<file path="src/rtl/sar_dll_ctrl.sv">
// sar_dll_ctrl: successive-approximation delay-code search for the DLL loop,
// followed by optional +/-1 tracking with reversal-based lock detection.
// All state advances on the falling edge of clk4.
module sar_dll_ctrl #(
  parameter int unsigned WIDTH    = 10,
  parameter int unsigned SETTLE   = 0,
  parameter int unsigned TRACK_EN = 1,
  parameter int unsigned LOCK_CNT = 4
) (
  input  logic                     clk4,
  input  logic                     rst_n,
  input  logic                     start,
  input  logic                     comp,
  output logic [WIDTH-1:0]         code,
  output logic [$clog2(WIDTH)-1:0] bit_idx,
  output logic                     busy,
  output logic                     done,
  output logic                     locked
);

  localparam int unsigned IW = $clog2(WIDTH);
  localparam int unsigned CW = 4;

  localparam logic [WIDTH-1:0] CODE_MID  = WIDTH'(1) << (WIDTH - 1);
  localparam logic [WIDTH-1:0] CODE_MAX  = '1;
  localparam logic [WIDTH-1:0] CODE_MIN  = '0;
  localparam logic [IW-1:0]    IDX_TOP   = IW'(WIDTH - 1);
  localparam logic [CW-1:0]    SETTLE_LD = CW'(SETTLE);
  localparam logic [CW-1:0]    LOCK_LIM  = CW'(LOCK_CNT);

  typedef enum logic [1:0] {
    ST_IDLE  = 2'd0,
    ST_SAR   = 2'd1,
    ST_TRACK = 2'd2
  } state_e;

  state_e           state_q,  state_d;
  logic [WIDTH-1:0] code_q,   code_d;
  logic [IW-1:0]    idx_q,    idx_d;
  logic             busy_q,   busy_d;
  logic             done_q,   done_d;
  logic             locked_q, locked_d;
  logic [CW-1:0]    settle_q, settle_d;
  logic [CW-1:0]    rev_q,    rev_d;
  logic [CW-1:0]    run_q,    run_d;
  logic             dir_q,    dir_d;
  logic             dvld_q,   dvld_d;

  // Next-state and next-output logic for the search / tracking loop.
  always_comb begin
    state_d  = state_q;
    code_d   = code_q;
    idx_d    = idx_q;
    busy_d   = busy_q;
    done_d   = 1'b0;
    locked_d = locked_q;
    settle_d = settle_q;
    rev_d    = rev_q;
    run_d    = run_q;
    dir_d    = dir_q;
    dvld_d   = dvld_q;

    if (start) begin
      // Restart wins over any decision pending in this cycle.
      state_d  = ST_SAR;
      code_d   = CODE_MID;
      idx_d    = IDX_TOP;
      busy_d   = 1'b1;
      locked_d = 1'b0;
      settle_d = SETTLE_LD;
      rev_d    = '0;
      run_d    = '0;
      dir_d    = 1'b0;
      dvld_d   = 1'b0;
    end else begin
      unique case (state_q)
        ST_SAR: begin
          if (settle_q != '0) begin
            settle_d = settle_q - CW'(1);
          end else begin
            code_d[idx_q] = comp;
            if (idx_q != '0) begin
              code_d[idx_q - IW'(1)] = 1'b1;
              idx_d    = idx_q - IW'(1);
              settle_d = SETTLE_LD;
            end else begin
              done_d   = 1'b1;
              busy_d   = 1'b0;
              settle_d = SETTLE_LD;
              state_d  = (TRACK_EN != 0) ? ST_TRACK : ST_IDLE;
            end
          end
        end

        ST_TRACK: begin
          if (settle_q != '0) begin
            settle_d = settle_q - CW'(1);
          end else begin
            // Saturating +/-1 step; a suppressed step still has a direction.
            if (comp) begin
              if (code_q != CODE_MAX) code_d = code_q + WIDTH'(1);
            end else begin
              if (code_q != CODE_MIN) code_d = code_q - WIDTH'(1);
            end
            settle_d = SETTLE_LD;
            dir_d    = comp;
            dvld_d   = 1'b1;
            if (dvld_q) begin
              if (comp != dir_q) begin
                rev_d = (rev_q == LOCK_LIM) ? rev_q : rev_q + CW'(1);
                run_d = '0;
              end else begin
                run_d = (run_q == LOCK_LIM) ? run_q : run_q + CW'(1);
                rev_d = '0;
              end
              if (rev_d == LOCK_LIM) begin
                locked_d = 1'b1;
              end else if (run_d == LOCK_LIM) begin
                locked_d = 1'b0;
              end
            end
          end
        end

        default: begin
          // IDLE: hold code, bit index and lock; comp is ignored.
        end
      endcase
    end
  end

  // State and output registers, falling-edge clocked with async reset.
  always_ff @(negedge clk4 or negedge rst_n) begin
    if (!rst_n) begin
      state_q  <= ST_IDLE;
      code_q   <= CODE_MID;
      idx_q    <= IDX_TOP;
      busy_q   <= 1'b0;
      done_q   <= 1'b0;
      locked_q <= 1'b0;
      settle_q <= '0;
      rev_q    <= '0;
      run_q    <= '0;
      dir_q    <= 1'b0;
      dvld_q   <= 1'b0;
    end else begin
      state_q  <= state_d;
      code_q   <= code_d;
      idx_q    <= idx_d;
      busy_q   <= busy_d;
      done_q   <= done_d;
      locked_q <= locked_d;
      settle_q <= settle_d;
      rev_q    <= rev_d;
      run_q    <= run_d;
      dir_q    <= dir_d;
      dvld_q   <= dvld_d;
    end
  end

  assign code    = code_q;
  assign bit_idx = idx_q;
  assign busy    = busy_q;
  assign done    = done_q;
  assign locked  = locked_q;

endmodule
</file>
<file path="config.mk">
export PLATFORM = sky130hd
export DESIGN_NAME = sar_dll_ctrl
export DESIGN_NICKNAME = d
export VERILOG_FILES = /design/src/rtl/sar_dll_ctrl.sv
export SDC_FILE = /design/constraint.sdc
export NUM_CORES = 1
export LEC_CHECK = 0
export CELL_PAD_IN_SITES_DETAIL_PLACEMENT = 0
export CELL_PAD_IN_SITES_GLOBAL_PLACEMENT = 2
export CORE_MARGIN = 1.5
export CORE_UTILIZATION = 36
export DETAILED_ROUTE_END_ITERATION = 16
export HOLD_SLACK_MARGIN = 0.08
export PLACE_DENSITY = 0.81
export REMOVE_ABC_BUFFERS = 1
export SYNTH_ARGS = -nofsm -noshare
export SYNTH_HDL_FRONTEND = slang
export SYNTH_SLANG_ARGS = --single-unit
</file>
<file path="constraint.sdc">
create_clock -name clk4 -period 2.7 [get_ports clk4]
set_input_delay 0.54 -clock clk4 [delete_from_list [all_inputs] [get_ports clk4]]
set_output_delay 0.54 -clock clk4 [all_outputs]
set_load 0.02 [all_outputs]
</file>
==> results of run 1 <==
[power by group through the flow]
stage            clock, W  sequential (W)  combinational [W]
3_3_place_gp   0.00000924        0.000649            0.00168
3_5_place_dp   0.00000924        0.000647            0.00168
4_1_cts          0.000400        0.000653            0.00181
2_1_floorplan  0.00000924        0.000793           0.000932
5_1_grt          0.000426        0.000664            0.00210
6_report         0.000384        0.000653            0.00193
[path summary, 6_finish.rpt]
kind                            depth (start not counted)          end   startpoint  slack (ns)
worst min-delay path                                    2  settle_q[3]  settle_q[3]        0.49
worst min register to register                          2  settle_q[3]  settle_q[3]        0.49
max in group asynchronous                               3  settle_q[1]        rst_n        0.54
worst max-delay path                                   10      code[6]         comp       -0.68
min in group asynchronous                               2     run_q[3]        rst_n        1.84
worst max register to register                          9      code[0]   bit_idx[0]        0.30
[critical path, delay by kind of cell]
kind / cells / cell delay, ns
AND/OR/NAND/NOR: 1 / 0.18
AO/OA/AOI/OAI: 3 / 0.66
adder cells (fa/ha/maj): 1 / 0.21
XOR/XNOR: 1 / 0.12
buffers and inverters: 4 / 0.45
[state kept, by name, summed over array words and instances, names as in the netlist]
register / cells
dir_q: 1
dvld_q: 1
done: 1
run_q: 4
bit_idx: 4
locked: 1
rev_q: 4
code: 10
state_q: 2
settle_q: 4
[Yosys cell counts, drive strengths merged (3+ instances only)]
library cell	instances	area, sq um
nor2	31	116
dfrtn	29	726
a21oi	28	144
nand2	28	105
ha	24	300
o21ai	16	83.8
nand3	15	87.6
inv	14	52.6
nor3	14	80.1
buf	10	81.3
xnor2	7	61.3
a211oi	6	50.1
a22o	6	60.1
xor2	6	52.6
nand2b	5	31.3
nand3b	5	37.5
nand4	5	31.3
and3	4	30.0
o22ai	4	25.0
clkbuf	3	11.3
dfstp	3	78.8
nor2b	3	21.3
nor4	3	18.8
o21a	3	22.5
[area by class of cell]
cell class | instances | area share (%)
multi-input combinational | 252 | 52.1
timing repair buffer | 87 | 20.7
sequential | 32 | 20.3
tap | 99 | 3.12
clock buffer | 6 | 1.83
inverter | 13 | 1.36
clock inverter | 5 | 0.536
[layout by cell type, fill, tap and decap left out, types with 10 or more instances in the layout]
| master | instances |
|---|---|
| buf_4 | 51 |
| nor2_1 | 29 |
| dfrtn_1 | 29 |
| buf_6 | 28 |
| nand2_1 | 23 |
| a21oi_1 | 19 |
| ha_1 | 18 |
| inv_1 | 15 |
| nand3_1 | 11 |
| nor3_1 | 10 |
[routing by layer]
| metal | global-route usage [%] | up-vias | wire [um] |
|---|---|---|---|
| li1 | - | 1307 | - |
| met1 | 26.5 | 1298 | 3390 |
| met2 | 33.4 | 58 | 3900 |
| met3 | 3.79 | 15 | 303 |
| met4 | 6.01 | 0 | 161 |
| met5 | 0 | - | 0 |
[logic make-up after synthesis]
family,count (synthesis),synth area share (%)
xor+xnor,13,4.24
simple gates,120,22.8
buf+inv,27,5.40
fa+ha+maj,25,11.9
mux,4,1.58
flops,32,29.9
compound gates,90,24.2
[metrics by stage]
stage               hold slack, ns  instance area (sq um)  setup TNS, ns
floorplan                    0.464                   2590          -7.84
detailed placement           0.493                   3310         -26.45
finish                       0.490                   3970          -7.48
CTS                          0.493                   3750          -7.37
global route                 0.516                   3970          -9.00
global placement             0.483                   3310         -26.47
[timing repair]
action                                  CTS  global route
setup buffers                            12             7
cloned                                    0             0
gates resized for setup                 160            36
hold endpoints to repair                  0             0
pin swaps                                32            28
endpoints found under the setup margin   40            36
==> summary.md, run 1 <==
| Metric | Value |
|---|---|
| Run status | finished, violations left |
| Violated checks | setup timing |
| Worst-Margin Slew | 0.516 ns |
| TritonCTS clock tree | yes |
| Final Hold Fails | 0 |
| Max Cap Viol | 0 |
| Die ar. | 7990 sq um |
| Total GRT Usage | 20.1% |
| Sw power | 0.00131 W |
| Layout cell share with drive strength beyond 1 | 41.0% |
| Area taken by multi-input logic gates | 2070 sq um |
| Die Height | 89.4 um |
| Seq pwr share | 22.0% |
| Port-buffer cells | 20 |
| Core Region | 7250 sq um |
| Detail Route Antenna Nets | 0 |
| Element type at the critical path start | input pin |
| Synth Flop Type | dfrtn_1 |
| CP max-delay cell | a2111oi_4 |
| DR vias/cell | 5.42 |
| Vias in the first global route | 2535 |
| H-tree levels | 2 |
| Via count | 2678 |
| Peak supply drop | 498 uV |
| Sink Count | 32 |
| Global-route wire length before repair | 12.4 mm |
| Worst Hold Class | reg2reg |
| Post-Syn Area | 2690 sq um |
| Critical path required time | 1.50 ns |
| Placement Rows | 31 |
| DPL Wire Length | 5.33 mm |
| Inserted Diodes | 0 |
| Pwr dens | 748 nW/um^2 |
| Final setup margin | -0.684 ns |
| Fillcell total | 672 |
| EDFF count, synth | 0 |
| Mapped Cells | 311 |
| Post-Route Utilization | 54.7% |
| DRT Wirelength | 7.75 mm |
| CTS max path bufs | 2 |
| Worst Setup End Kind | flop |
| Relative max-transition margin | 65.6% |
| Syn. warnings | 0 |
| Synthesized area per cell | 8.64 sq um |
| Placed cell count | 466 |
| Routed len/inst | 15.7 um |
| Fraction of registers with async set/reset | 100% |
| Clock-pin slew on the worst setup and hold paths | 0.05 ns |
| Pin count of the biggest net entering global routing | 24 |
| Tot Pwr | 0.00297 W |
| GRT overflow | 0 |
| Synth cell types | 64 |
| Critical Path AT | 2.18 ns |
| Reg area | 805 sq um |
| Cell-internal power | 0.00166 W |
| Max-slew violations | 0 |
| Layout Nets | 423 |
| Worst slack, placed | -1.60 ns |
| Clock skew | 0.0545 ns |
| Number of iterations in the first detailed-routing pass | 6 |
| Worst-path cell chain | buf_8 > inv_6 > buf_8 > ha_4 > and3_4 > a2111oi_4 > buf_4 > xor2_1 > a21oi_1 > a22o_2 |
| Leakage | 1.72 nW |
| Drc violations | 0 |
| Clk root buf | clkbuf_8 |
| Initial antenna violation count | 0 |
| IO Count | 21 |
| Starting Density | 37.1% |
| Critical Path Max Stage Delay | 0.37 ns |
| Largest fanout on the critical path | 6 |
| DRT iter0 DRCs | 154 |
| Most frequent CP cell | buf_8 |
| Kind of critical path | in2reg |
| Clk pwr share | 12.9% |
| Register area share after synthesis | 29.9% |
| GP Congestion | 0.846 |
| Part of the power in combinational logic | 65.1% |
| Area Growth Syn to Fin | 47.6% |
| Sw frac | 44.2% |
| Worst-Skew Late Latency | 0.34 ns |
| Hold_buf cts | 0 |
| Unrepaired setup endpoints after global routing | yes |
| Setup-failing EPs final | 35 |
| Post-Layout Cell Count | 494 |
| Flops & latches, synth | 32 |
| TritonCTS buffer count | 5 |
| Die W | 89.4 um |
Note: power is estimated with default switching activity, not from simulation.
==> run 2: changes to the inputs <==
CORE_UTILIZATION = 40   (was 36)
DONT_BUFFER_PORTS = 1   (was not set)
PLACE_DENSITY = 0.82   (was 0.81)
==> run 2 against run 1 <==
Compared with the run above: the flow finishes with violations (DRC, setup timing); global-route usage rose by 0.39 points; combinational power fell by 21%; cell count fell by 14%; sequential power rose by 12%; total power fell by 9.9%; register-to-register slack got worse by 0.09 ns; utilization fell by 5.3 points; setup slack got worse by 0.062 ns; first-iteration DRC count fell by 44%; sequential share of layout area rose by 5.1 points; final area fell by 20%; via count fell by 11%.
==> summary.md, run 2 (synthesis gave the netlist of run 1 again) <==
| Metric | Value |
|---|---|
| Tot Pwr | 0.00268 W (-9.9%) |
| TritonCTS clock tree | yes |
| Pwr dens | 843 nW/um^2 (+13%) |
| Layout cell share with drive strength beyond 1 | 23.3% (-18 points) |
| GP Congestion | 0.848 (+0.15%) |
| DRT iter0 DRCs | 86 (-44%) |
| Area Growth Syn to Fin | 18.1% |
| Worst Setup End Kind | flop |
| Leakage | 1.38 nW (-20%) |
| DPL Wire Length | 5.09 mm (-4.4%) |
| Critical path required time | 1.50 ns (about the same) |
| Number of iterations in the first detailed-routing pass | 10 (+4) |
| Layout Nets | 376 (-11%) |
| Routed len/inst | 16.3 um (+4.2%) |
| Port-buffer cells | 0 (-100%) |
| Final setup margin | -0.746 ns (-0.0621 ns) |
| TritonCTS buffer count | 5 (unchanged) |
| Reg2reg end | code[0] |
| Relative max-transition margin | 76.4% (+11 points) |
| Max-slew violations | 0 (unchanged) |
| CTS max path bufs | 2 (unchanged) |
| Area taken by multi-input logic gates | 1800 sq um (-13%) |
| Element type at the critical path start | input pin |
| R2R Setup Slk | 0.21 ns (-0.09 ns) |
| Kind of critical path | in2reg |
| Inserted Diodes | 0 (unchanged) |
| Sw frac | 44.5% (+0.28 points) |
| Setup-failing EPs final | 23 (-34%) |
| Starting Density | 41.8% (+4.8 points) |
| Detail Route Antenna Nets | 0 (unchanged) |
| Via count | 2382 (-11%) |
| Fillcell total | 640 (-4.8%) |
| Violated checks | DRC, setup timing |
| Run status | finished, violations left |
| Worst Hold End | state_q[1] |
| Worst-Skew Late Latency | 0.34 ns (about the same) |
| Placement Rows | 29 (-6.5%) |
| Worst-Margin Slew | 0.353 ns (-0.163 ns) |
| Sink Count | 32 (unchanged) |
| Hold_buf cts | 0 (unchanged) |
| Unrepaired setup endpoints after global routing | yes |
| Die ar. | 7220 sq um (-9.7%) |
| Pin count of the biggest net entering global routing | 33 (+38%) |
| DRT Wirelength | 6.92 mm (-11%) |
| Worst Hold Class | reg2reg |
| Initial antenna violation count | 0 (unchanged) |
| Reg area | 805 sq um (unchanged) |
| Drc violations | 2 (+2) |
| Hold path startpoint | state_q[1] |
| Global-route wire length before repair | 11.8 mm (-4.1%) |
| Largest fanout on the critical path | 11 (+5) |
| Clock skew | 0.0488 ns (-0.00575 ns) |
| Vias in the first global route | 2350 (-7.3%) |
| Core Region | 6420 sq um (-11%) |
| Seq pwr share | 27.4% (+5.4 points) |
| DR vias/cell | 5.62 (+3.6%) |
| Commonest non-fill, non-tap cells in the layout | 37 x buf_4, 31 x nor2_1, 29 x dfrtn_1 |
| Number of flip-flops under the largest register name | 10 (unchanged) |
| Commonest non-fill, non-tap cell in the layout | buf_4 |
| Final Hold Fails | 0 (unchanged) |
| Worst r2r path cells | 8 (-1) |
| Critical Path AT | 2.24 ns (+0.06 ns) |
| Peak supply drop | 523 uV (+4.9%) |
| IO Count | 21 (unchanged) |
| Die Height | 85.0 um (-5.0%) |
| Die W | 85.0 um (-5.0%) |
| Part of the power in combinational logic | 57.1% (-8.0 points) |
| Sw power | 0.00119 W (-9.3%) |
| H-tree levels | 2 (unchanged) |
| Cell-internal power | 0.00149 W (-10%) |
| Clk root buf | clkbuf_8 |
| Post-route setup TNS | -5.15 ns (+2.33 ns) |
| Max Cap Viol | 0 (unchanged) |
| GRT overflow | 0 (unchanged) |
| Clk pwr share | 15.5% (+2.6 points) |
| Total GRT Usage | 20.5% (+0.39 points) |
| Reg-to-reg startpoint | bit_idx[0] |
| Worst hold path stage count | 2 (unchanged) |
| Clock-pin slew on the worst setup and hold paths | 0.05 ns (about the same) |
-- run 2: per-stage QoR --
stage	setup slack [ns]	utilization, %	cells	hold WS [ns]	instance area (sq um)
final	-0.746	49.4	424	0.494	3170
after global routing	-0.842	49.4	424	0.536	3170
after CTS	-0.728	49.3	424	0.500	3170
after detailed placement	-1.07	46.4	412	0.499	2980
after global placement	-1.04	46.4	412	0.480	2980
after floorplan	-1.16	-	298	0.464	2590
-- run 2: worst max-delay path by stage --
| stage | start | to | slack (ns) |
|---|---|---|---|
| after floorplan | comp | code[8] | -1.16 |
| after global placement | comp | code[5] | -1.04 |
| after detailed placement | comp | code[5] | -1.07 |
| after CTS | comp | code[8] | -0.73 |
| after global routing | comp | code[8] | -0.84 |
| final | comp | code[8] | -0.75 |
-- run 2: timing repair --
action,in CTS,in global routing
gates resized for setup,13,2
cloned,0,0
pin swaps,13,4
buffers inserted,3,2
endpoints found under the setup margin,26,26
hold endpoints to repair,0,0
-- run 2: per-layer routing --
metal  part of all wire, %  GRT usage [%]  up-vias
li1                      -              -     1197
met1                    47           27.0     1143
met2                    47           33.4       32
met3                   3.8           4.77       10
met4                   1.5           5.96        0
met5                     0              0        -
-- run 2: layout make-up --
type	instances	area share (%)
repair buffers	40	10.1
well taps	77	3.04
clock buffers	7	2.84
multi-input cells	252	56.7
flip-flops and latches	32	25.3
clock inverters	3	0.355
inverters	13	1.66
-- run 2: power by group through the flow --
stage	Sequential (W)	Combinational [W]	Clock, W
6_report	0.000734	0.00153	0.000415
5_1_grt	0.000749	0.00170	0.000451
3_5_place_dp	0.000742	0.00146	0.00000924
4_1_cts	0.000736	0.00153	0.000426
2_1_floorplan	0.000793	0.000932	0.00000924
3_3_place_gp	0.000741	0.00145	0.00000924
-- run 2: critical path, cell delays in order --
cell and delay, ns:
clkinvlp_4 0.13, buf_4 0.17, ha_1 0.30, and3_4 0.16
a2111oi_4 0.40, a21oi_2 0.10, xnor2_1 0.14, a21oi_1 0.08
a22o_2 0.23
